$ cat src/rtl/video_pkg.sv
// video_pkg: shared constants for the video frame fetch path.
// Holds the SPI flash opcodes, the flash address width, the FSM state
// encoding and the frame address helper. The FAST_READ_EN macro (seen by
// spi_frame_fetch) selects which opcode is used and enables the DUMMY state.
package video_pkg;

    localparam int ADDR_W     = 24;
    localparam int DUMMY_BITS = 8;

    localparam logic [7:0] CMD_READ      = 8'h03;
    localparam logic [7:0] CMD_FAST_READ = 8'h0B;

    // FSM state encoding
    typedef logic [2:0] state_t;
    localparam state_t ST_IDLE  = 3'd0;
    localparam state_t ST_START = 3'd1;
    localparam state_t ST_CMD   = 3'd2;
    localparam state_t ST_ADDR  = 3'd3;
    localparam state_t ST_DUMMY = 3'd4;
    localparam state_t ST_DATA  = 3'd5;
    localparam state_t ST_STOP  = 3'd6;

    // Byte address of a frame; frames are packed back to back, the
    // product is truncated to the flash address width.
    function automatic logic [ADDR_W-1:0] frame_addr(input logic [31:0] idx,
                                                     input int          bytes);
        return ADDR_W'(idx * 32'(bytes));
    endfunction

endpackage

$ cat src/rtl/spi_shift_reg.sv
// spi_shift_reg: parallel-load, MSB-first shift register with serial capture.
// The MSB feeds MOSI while the command/address goes out; during data the
// same register shifts MISO in at the LSB, so cap is the newest bit.
// No configuration macros.
import video_pkg::*;

module spi_shift_reg #(
    parameter int W = 32
) (
    input  logic         clk,
    input  logic         rst_n,
    input  logic         load,
    input  logic [W-1:0] load_val,
    input  logic         shift,
    input  logic         din,
    output logic         dout,
    output logic         cap
);

    logic [W-1:0] sr_q, sr_d;

    // load has priority; a shift moves toward the MSB and pulls din in
    always_comb begin
        sr_d = sr_q;
        if (load)
            sr_d = load_val;
        else if (shift)
            sr_d = {sr_q[W-2:0], din};
    end

    // register state
    always_ff @(posedge clk or negedge rst_n) begin
        if (!rst_n)
            sr_q <= '0;
        else
            sr_q <= sr_d;
    end

    assign dout = sr_q[W-1];
    assign cap  = sr_q[0];

endmodule

$ cat src/rtl/spi_frame_fetch.sv
// spi_frame_fetch: reads one video frame from SPI flash per frame_req.
// Mode-0 SPI master paced by SPI_clk_en (one strobe = one SCLK half-period).
// Sends a read opcode plus a 24-bit frame address, then streams FRAME_BITS
// received bits out as bit_valid/bit_data strobes.
// Macro FAST_READ_EN: opcode 0x0B plus 8 dummy SCLKs before data.
import video_pkg::*;

module spi_frame_fetch #(
    parameter int FRAME_BITS = 48,
    parameter int NUM_FRAMES = 32
) (
    input  logic CLK_40,
    input  logic reset_n,
    input  logic SPI_clk_en,
    input  logic frame_req,
    input  logic MISO,
    output logic CS_n,
    output logic SCLK,
    output logic MOSI,
    output logic bit_valid,
    output logic bit_data,
    output logic busy,
    output logic frame_done
);

    localparam int IDX_W = (NUM_FRAMES > 1) ? $clog2(NUM_FRAMES) : 1;
    localparam int CNT_W = 16;

    localparam logic [CNT_W-1:0] LAST_CMD   = CNT_W'(7);
    localparam logic [CNT_W-1:0] LAST_ADDR  = CNT_W'(ADDR_W - 1);
    localparam logic [CNT_W-1:0] LAST_DUMMY = CNT_W'(DUMMY_BITS - 1);
    localparam logic [CNT_W-1:0] LAST_DATA  = CNT_W'(FRAME_BITS - 1);
    localparam logic [IDX_W-1:0] LAST_IDX   = IDX_W'(NUM_FRAMES - 1);

`ifdef FAST_READ_EN
    localparam logic [7:0] OPCODE = CMD_FAST_READ;
`else
    localparam logic [7:0] OPCODE = CMD_READ;
`endif

    state_t            state_q, state_d;
    logic              sclk_q, sclk_d;
    logic              cs_n_q, cs_n_d;
    logic              valid_q, valid_d;
    logic              done_q, done_d;
    logic [CNT_W-1:0]  cnt_q, cnt_d;
    logic [IDX_W-1:0]  idx_q, idx_d;
    logic [CNT_W-1:0]  phase_last;

    logic sr_load, sr_shift, sr_din, sr_msb, sr_cap;

    spi_shift_reg #(.W(8 + ADDR_W)) u_sr (
        .clk      (CLK_40),
        .rst_n    (reset_n),
        .load     (sr_load),
        .load_val ({OPCODE, frame_addr(32'(idx_q), FRAME_BITS / 8)}),
        .shift    (sr_shift),
        .din      (sr_din),
        .dout     (sr_msb),
        .cap      (sr_cap)
    );

    // next-state logic; only frame_req acceptance ignores the strobe
    always_comb begin
        state_d  = state_q;
        sclk_d   = sclk_q;
        cs_n_d   = cs_n_q;
        cnt_d    = cnt_q;
        idx_d    = idx_q;
        valid_d  = 1'b0;
        done_d   = 1'b0;
        sr_load  = 1'b0;
        sr_shift = 1'b0;
        sr_din   = 1'b0;

        case (state_q)
            ST_CMD:   phase_last = LAST_CMD;
            ST_ADDR:  phase_last = LAST_ADDR;
            ST_DUMMY: phase_last = LAST_DUMMY;
            default:  phase_last = LAST_DATA;
        endcase

        case (state_q)
            ST_IDLE: begin
                // a coincident strobe is deliberately not used here
                if (frame_req) state_d = ST_START;
            end
            ST_START: begin
                if (SPI_clk_en) begin
                    cs_n_d  = 1'b0;
                    sr_load = 1'b1;
                    cnt_d   = '0;
                    state_d = ST_CMD;
                end
            end
`ifdef FAST_READ_EN
            ST_CMD, ST_ADDR, ST_DUMMY, ST_DATA: begin
`else
            ST_CMD, ST_ADDR, ST_DATA: begin
`endif
                if (SPI_clk_en) begin
                    if (!sclk_q) begin
                        // rising edge: the flash output is stable, capture it
                        sclk_d = 1'b1;
                        if (state_q == ST_DATA) begin
                            sr_shift = 1'b1;
                            sr_din   = MISO;
                            valid_d  = 1'b1;
                        end
                    end else begin
                        // falling edge: present the next MOSI bit, count the bit
                        sclk_d = 1'b0;
                        if (state_q == ST_CMD || state_q == ST_ADDR)
                            sr_shift = 1'b1;
                        if (cnt_q == phase_last) begin
                            cnt_d = '0;
                            case (state_q)
                                ST_CMD:   state_d = ST_ADDR;
`ifdef FAST_READ_EN
                                ST_ADDR:  state_d = ST_DUMMY;
                                ST_DUMMY: state_d = ST_DATA;
`else
                                ST_ADDR:  state_d = ST_DATA;
`endif
                                default:  state_d = ST_STOP;
                            endcase
                        end else begin
                            cnt_d = cnt_q + 1'b1;
                        end
                    end
                end
            end
            ST_STOP: begin
                if (SPI_clk_en) begin
                    cs_n_d  = 1'b1;
                    sclk_d  = 1'b0;
                    done_d  = 1'b1;
                    idx_d   = (idx_q == LAST_IDX) ? '0 : idx_q + 1'b1;
                    state_d = ST_IDLE;
                end
            end
            default: state_d = ST_IDLE;
        endcase
    end

    // register state; reset aborts any transfer without a frame_done
    always_ff @(posedge CLK_40 or negedge reset_n) begin
        if (!reset_n) begin
            state_q <= ST_IDLE;
            sclk_q  <= 1'b0;
            cs_n_q  <= 1'b1;
            valid_q <= 1'b0;
            done_q  <= 1'b0;
            cnt_q   <= '0;
            idx_q   <= '0;
        end else begin
            state_q <= state_d;
            sclk_q  <= sclk_d;
            cs_n_q  <= cs_n_d;
            valid_q <= valid_d;
            done_q  <= done_d;
            cnt_q   <= cnt_d;
            idx_q   <= idx_d;
        end
    end

    assign CS_n       = cs_n_q;
    assign SCLK       = sclk_q;
    assign MOSI       = (state_q == ST_CMD || state_q == ST_ADDR) & sr_msb;
    assign bit_valid  = valid_q;
    assign bit_data   = valid_q & sr_cap;
    assign busy       = (state_q != ST_IDLE);
    assign frame_done = done_q;

endmodule

$ cat config.mk
export PLATFORM = sky130hd
export DESIGN_NAME = spi_frame_fetch
export DESIGN_NICKNAME = d
export VERILOG_FILES = /design/src/rtl/video_pkg.sv /design/src/rtl/spi_shift_reg.sv /design/src/rtl/spi_frame_fetch.sv
export SDC_FILE = /design/constraint.sdc
export NUM_CORES = 1
export LEC_CHECK = 0
export CAP_MARGIN = 20
export CORE_MARGIN = 5
export CORE_UTILIZATION = 61
export DETAILED_ROUTE_END_ITERATION = 10
export PLACE_DENSITY_LB_ADDON = 0.3
export SLEW_MARGIN = 25
export SYNTH_ARGS = -nofsm -noshare
export SYNTH_HDL_FRONTEND = slang
export SYNTH_SLANG_ARGS = --single-unit
$ cat constraint.sdc
create_clock -name CLK_40 -period 2.1 [get_ports CLK_40]
set_input_delay 0.315 -clock CLK_40 [delete_from_list [all_inputs] [get_ports CLK_40]]
set_output_delay 0.315 -clock CLK_40 [all_outputs]
set_load 0.02 [all_outputs]
== Word level (Yosys, flattened, before mapping) ==
Index checks and enable logic that the tools add are counted.
Word-level totals
  input port bits: 5
  output and inout port bits: 7
  word-level logic and storage cells: 79
  bits in registers: 60
Operators by class
  add/subtract/negate cells: 2
  multipliers: 1
  reduce and logical (&&, ||, !) cells: 14
  equality and inequality tests: 14
  mux-type cells: 38
  bitwise logic cells: 2
Operator list (number)
  16-bit 2-to-1 mux: 4
  32-bit 2-to-1 mux: 2
  16-bit one-hot mux with 2 select lines: 1
  1-bit 2-to-1 mux: 19
  3-bit 2-to-1 mux: 6
  16-bit by 1-bit adder with 16-bit output, second input constant: 1
  16-bit == test: 1
  2-bit != test, second input constant: 6
  3-bit one-hot mux with 4 select lines: 1
  6-bit one-hot mux with 2 select lines: 1
  3-bit == test, second input constant: 3
  2-bit nonzero test: 4
  5-bit by 2-bit multiplier with 7-bit output, second input constant: 1
  3-bit by 2-bit == test with 1-bit output, second input constant: 2
  3-bit one-hot mux with 2 select lines: 1
  3-bit AND reduction: 2
  6-bit AND reduction: 1
  5-bit by 1-bit adder with 5-bit output, second input constant: 1
  5-bit == test, second input constant: 1
  5-bit 2-to-1 mux: 1
  1-bit one-hot mux with 2 select lines: 2
  4-bit AND reduction: 1
  3-bit by 1-bit == test with 1-bit output, second input constant: 1
  3-bit logical NOT: 1
  6 further kinds: 7

== Depth between registers and ports, before layout ==
Gate-level depths: netlist of the first run.
  depth in word-level cells: 8
  mapped depth: 8
  mapped depth without buffers: 8

== Hierarchy ==
A second synthesis of the first run with hierarchy kept.
Second synthesis, totals
  cell total of the unflattened synthesis: 354
  area total of the unflattened synthesis: 3445.8 um^2
Modules (own cells, without submodules)
  spi_frame_fetch: times used 1, area an instance 1930.6 um^2, sequential area each 701.9 um^2, cells each 215
  spi_shift_reg: times used 1, area an instance 1515.2 um^2, sequential area each 800.8 um^2, cells each 139

== Worst setup path before layout of the first run ==
Ideal clock, no wire load.
  path type: register -> register
  start point: register sclk_q (netlist: SCLK)
  end point: register u_sr.sr_q[5]
  period minus slack after synthesis: 1.833 ns
  buffers on the path: 2
  path slack: 0.267 ns
  required time: 1.974 ns
  library setup time: 0.126 ns
  stages on the path, launching flop included: 7
  data arrival time: 1.707 ns
  path through: dfrtp_1 > and4bb_2 > a21o_1 > and2_1 > buf_2 > buf_4 > a221o_1
On the way
  longest elaborated chain between the ends: 4
Ends and longest elaborated chain
  start, declared: line spi_frame_fetch.sv:42  | logic sclk_q, sclk_d;
  start signal, assigned: line spi_frame_fetch.sv:158  | sclk_q <= sclk_d;
  1-bit 2-to-1 mux: line spi_frame_fetch.sv:102  | if (!sclk_q) begin
  1-bit 2-to-1 mux: line spi_frame_fetch.sv:101  | if (SPI_clk_en) begin
  1-bit 2-to-1 mux: line spi_frame_fetch.sv:83  | case (state_q)
  2-bit nonzero test (no line)
  end signal, assigned: line spi_shift_reg.sv:36  | sr_q <= sr_d;
  end, declared: line spi_shift_reg.sv:20  | logic [W-1:0] sr_q, sr_d;
Every way passes these cells.
A chain may end at the register's enable or synchronous reset.

== Final worst setup path of the first run ==
  start point: register state_q[2]
  end point: output busy
On the way
  longest elaborated chain between the ends: 1
Ends and longest elaborated chain
  start, declared: line spi_frame_fetch.sv:41  | state_t state_q, state_d;
  start signal, assigned: line spi_frame_fetch.sv:157  | state_q <= state_d;
  3-bit nonzero test: line spi_frame_fetch.sv:172  | assign busy = (state_q != ST_IDLE);
  end, declared: line spi_frame_fetch.sv:22  | output logic busy,
Every way passes these cells.

==> impl_metrics.yaml, run 1 <==
run_status:
  status: "finished, final reports clean"
routing:
  vias: 2699
  drt-vias-per-instance: 5.88
  drtIter0Drc: 112
  ant_nets: 0
  avgRoutedWirePerCell_um: 14.6
  drcViolationCount: 0
  totalWireLength_mm: 6.71
  dr.pass1.iters: 4
sta:
  hold_viol: 0
  finalCritPeriodShare_pct: 96.3
  grt_setup_unrepaired: "false"
  worst_slew_pin_slew_ns: 0.583
  min_period_ns: 2.02
  skew_ns: 0.00652
  final.setup.tns_ns: 0
  fmax_ghz: 0.494
  relSlewSlack_pct: 61.2
  setup_violations: 0
  slew_violations: 0
die:
  core_area_um2: 5140
  die_x_um: 83.1
  die_h_um: 83.1
  start_util_pct: 63.4
  die_area_um2: 6900
  io-pin-count: 12
  placement_rows: 26
logic_synthesis:
  avgSynthCellArea_um2: 8.95
  yosys_register_bits: 60
  synth_fa_ha_area_share_pct: 3.69
  syn-cell-area_um2: 3260
  async_reset_ff_share_pct: 100
  synth-seq-area-share_pct: 46.1
  yosys_warnings: 0
  synth_compound_area_share_pct: 13.5
  synthXorXnorAreaFrac_pct: 1.08
  synth-simple-area-share_pct: 29.5
  synthFlopType: "dfrtp_1"
  synth_top_family_by_area: "simple AND/OR/NAND/NOR gates"
  synth_nets: 378
  synth-edff-count: 0
  postSynthCellCount: 364
  ys_types: 61
  muxShareOfSynthArea_pct: 1.31
clock_tree:
  cts.path.max_buffers: 2
  htree_levels: 3
  post-cts-setup-buffers: 0
  cts_tree: "built"
  cts_root_buf: "clkbuf_8"
  numClockSinks: 60
  worstSkewPairLatency_ns: 0.34
  cts_buffers: 9
  path_clk_slew_ns: 0.07
setup_path:
  required_ns: 1.78
  r2r_end: "cnt_q[6]"
  crit_fanout: 9
  endpoint_kind: "primary output"
  cp-endpoint: "busy"
  startpoint: "state_q[2]"
  cp_slowest_cell: "dfrtp_1"
  ff2ff_setup_slack_ns: 0.12
  worst-endpoint-arrival_ns: 1.71
  critPathLaunchType: "flip-flop"
  critical_path.cell_chain: "buf_4, or3_1, dlygate4sd2_1"
  r2r_cells: 6
  rr_startpoint: "cnt_q[0]"
  worstSetupPathType: "reg -> out"
  slowest_delay_ns: 0.43
pwr:
  power.density_nw_per_um2: 1180
  vdd_drop_max_uv: 880
  p_leak_nw: 1.76
place:
  port_buffers: 11
  hpwl_mm: 4.60
  place.gp.congestion: 0.931
min_path:
  holdCritPathClass: "reg -> reg"
layout:
  area_growth_pct: 14.8
  final_cell_mix: "nand2_1 (83), dfrtp_1 (58), nand3_1 (43)"
  fin_util_pct: 72.7
  fill_cells: 396
  regArea_um2: 1500
  final_common_cell: "nand2_1"
  drive_above_1_share_pct: 13.1
  multi_input_area_um2: 1610
  nNetsFinal: 398
  diodes: 0
grt:
  grt_max_degree: 37
  first_global_vias: 2595
  antenna_found_initial: 0
  grt_overflow: 0
  gr-usage-all-layers_pct: 20.8
  grt_pass1_wl_mm: 11.8
flow_run:
  cap_violations: 0
==> power by group <==
part	switching [mW]	internal, mW	leakage [nW]
Combinational	0.881	0.715	0.872
Sequential	0.340	1.43	0.788
Clock	0.471	0.577	0.0983
Total	1.69	2.72	1.76
==> state kept, by name (all words and copies together) (netlist names) <==
| name | flops |
|---|---|
| idx_q | 5 |
| state_q | 3 |
| CS_n | 1 |
| bit_valid | 1 |
| frame_done | 1 |
| SCLK | 1 |
| cnt_q | 16 |
| u_sr.sr_q | 32 |
==> final cells by class <==
type                       instances  area share (%)
clock buffer                      10            3.68
clock inverter                     6            1.71
inverter                          13            1.31
multi-input combinational        270            43.1
sequential                        60            40.2
tap                               70            2.34
timing repair buffer              30            7.63
==> stage by stage <==
stage	instance area [um^2]	setup slack, ns	power, mW	instances	hold slack [ns]
5_1_grt	3740	0.00684	4.73	459	0.477
4_1_cts	3730	0.0644	4.43	459	0.465
2_1_floorplan	3260	0.267	2.85	364	0.0194
6_report	3740	0.0772	4.41	459	0.464
3_3_place_gp	3510	0.0749	3.30	442	0.337
3_5_place_dp	3510	0.0270	3.35	442	0.347
==> cells by family (layout without fill, tap and decap cells) <==
group           count (synthesis)  in the layout
simple gates                  193            193
mux                             4              4
xor+xnor                        4              4
compound gates                 60             60
fa+ha+maj                       9              9
flops                          60             60
buf+inv                        34             59
==> layer usage <==
layer	GRT usage [%]	wire (um)
met2	35.9	3400
met3	6.73	294
met5	0	0
met4	5.35	65
met1	25.2	2940
==> worst max-delay path: cells and delay by family (launching register included) <==
kind	cells	cell delay [ns]
DFF	1	0.43
and+or+nand+nor	1	0.41
buffers and inverters	2	0.53
==> synthesized netlist by cell type, drive strengths merged, types with 3 or more instances <==
cell / n / area (um^2)
nand2: 83 / 312
dfrtp: 59 / 1480
nand3: 43 / 215
buf: 15 / 85.1
o21ai: 15 / 78.8
inv: 13 / 48.8
a21oi: 11 / 58.8
nor2: 11 / 41.3
nor3: 9 / 56.3
ha: 8 / 100
or4: 7 / 52.6
and2: 6 / 37.5
clkbuf: 6 / 22.5
nor4: 6 / 37.5
a31oi: 5 / 37.5
nand4: 5 / 31.3
a21o: 4 / 30.0
a221o: 4 / 40.0
or3: 4 / 30.0
and3: 3 / 18.8
nand2b: 3 / 18.8
nor2b: 3 / 21.3
nor3b: 3 / 22.5
o22ai: 3 / 18.8
xnor2: 3 / 26.3
==> worst min-delay path by stage <==
stage                  from       endpoint  cells past startpoint
finish                 CS_n           CS_n                      2
global route           CS_n           CS_n                      2
CTS                    CS_n           CS_n                      2
detailed placement  reset_n   u_sr.sr_q[9]                      1
global placement    reset_n  u_sr.sr_q[10]                      1
floorplan           reset_n           SCLK                      0
==> timing repair <==
item,CTS,global route
endpoints found under the setup margin,2,2
resized for setup,4,2
hold endpoints to repair,23,0
cloned,0,0
hold buffers,1,0
No activity file was read; power rests on OpenSTA's default activity.
==> inputs of run 2 (changes only) <==
Settings changed: GPL_TIMING_DRIVEN set to 0.
==> impl_metrics.yaml, run 2 (synthesized netlist as in run 1, its figures left out) <==
clock_tree:
  numClockSinks: 60
  cts_tree: "built"
  cts_root_buf: "clkbuf_8"
  path_clk_slew_ns: 0.07
  cts.path.max_buffers: 2
  worstSkewPairLatency_ns: 0.34
  htree_levels: 3
  cts_buffers: 9
pwr:
  p_leak_nw: 1.76
  power.density_nw_per_um2: 1210
  finalPower_mw: 4.54
  vdd_drop_max_uv: 761
routing:
  drcViolationCount: 0
  totalWireLength_mm: 7.39
  vias: 2821
  avgRoutedWirePerCell_um: 15.8
  ant_nets: 0
  drtIter0Drc: 153
  drt-vias-per-instance: 6.03
  dr.pass1.iters: 7
grt:
  antenna_found_initial: 0
  grt_overflow: 0
  first_global_vias: 2853
  grt_max_degree: 35
  gr-usage-all-layers_pct: 22.5
  grt_pass1_wl_mm: 13.0
layout:
  regMostFlops: "u_sr.sr_q"
  largest_reg_flops: 32
  fill_cells: 406
  diodes: 0
  nNetsFinal: 407
  final_cell_mix: "nand2_1 (83), dfrtp_1 (58), nand3_1 (43)"
  finalInstanceArea_um2: 3770
  reg_top3: "u_sr.sr_q x32, cnt_q x16, idx_q x5"
  drive_above_1_share_pct: 14.6
  area_growth_pct: 15.7
  final_common_cell: "nand2_1"
sta:
  whs_ns: 0.422
  worst_slew_pin_slew_ns: 0.502
  final.setup.tns_ns: 0
  relSlewSlack_pct: 66.2
  setup_ws_ns: 0.0823
  slew_violations: 0
  setup_violations: 0
  hold_viol: 0
  skew_ns: 0.00583
  grt_setup_unrepaired: "false"
  fmax_ghz: 0.496
  finalCritPeriodShare_pct: 96.1
  min_period_ns: 2.02
setup_path:
  crit_family: "buffers and inverters"
  cp_slowest_cell: "or3_1"
  slowest_delay_ns: 0.42
  worst-endpoint-arrival_ns: 1.70
  endpoint_kind: "primary output"
  crit_fanout: 10
  critical_path.cell_chain: "buf_2, buf_2, or3_1, buf_2"
  path_common_cell: "buf_2"
  critPathLaunchType: "flip-flop"
  worstSetupPathType: "reg -> out"
  cp_num_buf_inv: 3
  required_ns: 1.78
  ff2ff_setup_slack_ns: 0.11
run_status:
  status: "finished, final reports clean"
flow_run:
  cap_violations: 0
place:
  place_ws_ns: -0.368
  place.gp.congestion: 0.888
  hpwl_mm: 4.93
  placed_area_um2: 3470
  port_buffers: 11
die:
  die_x_um: 83.1
  io-pin-count: 12
  placement_rows: 26
  die_h_um: 83.1
  core_area_um2: 5140
  start_util_pct: 63.4
  die_area_um2: 6900
min_path:
  holdCritPathClass: "in -> async"
run 2: changes by cell type in the layout (fill, tap and decap cells not counted), moves of 2 or more:
| cell | before | now |
|---|---|---|
| buf_2 | 1 | 9 |
| buf_4 | 15 | 8 |
| clkbuf_1 | 0 | 6 |
| clkbuf_4 | 0 | 3 |
| buf_12 | 3 | 1 |
| dlygate4sd2_1 | 2 | 0 |
run 2: timing repair:
item                       CTS  global route
setup endpoints to repair    3            23
resized for setup            5            15
setup buffers                1             4
hold endpoints to repair    26             0
pin swaps                    1             2
hold buffers                 1             0
run 2: metrics by stage:
step	cells	util, %
2_1_floorplan	364	-
3_3_place_gp	445	67.2
3_5_place_dp	446	67.6
4_1_cts	464	71.8
5_1_grt	468	73.3
6_report	468	73.3
run 2: path summary, 6_finish.rpt:
check,start,cells past startpoint,endpoint
worst max-delay path,state_q[0],4,busy
worst min-delay path,reset_n,2,u_sr.sr_q[6]
worst max register to register,state_q[1],7,cnt_q[6]
worst min register to register,CS_n,2,CS_n
max in group asynchronous,reset_n,3,CS_n
min in group CLK_40,CS_n,2,CS_n
run 2: metal layers:
layer | track usage, % | wire length, um | part of all wire, % | vias up
met2 | 37.8 | 3640 | 49 | 66
met3 | 2.97 | 240 | 3.2 | 22
met5 | 0 | 0 | 0 | -
met1 | 28.3 | 3310 | 45 | 1380
met4 | 11.7 | 199 | 2.7 | 0
li1 | - | - | - | 1353
run 2: area by class of cell:
class / count / area, um^2 / area share, %
plain buffers: 21 / 116 / 3.09
clock buffers: 12 / 155 / 4.12
clock inverters: 4 / 47.5 / 1.26
inverters: 13 / 48.8 / 1.30
multi-input cells: 270 / 1640 / 43.5
flip-flops and latches: 60 / 1500 / 39.9
well taps: 70 / 87.6 / 2.32
repair buffers: 18 / 170 / 4.52
run 2: report_power, final:
group	internal [mW]	switching, mW
Clock	0.609	0.457
Sequential	1.43	0.251
Combinational	0.709	1.09
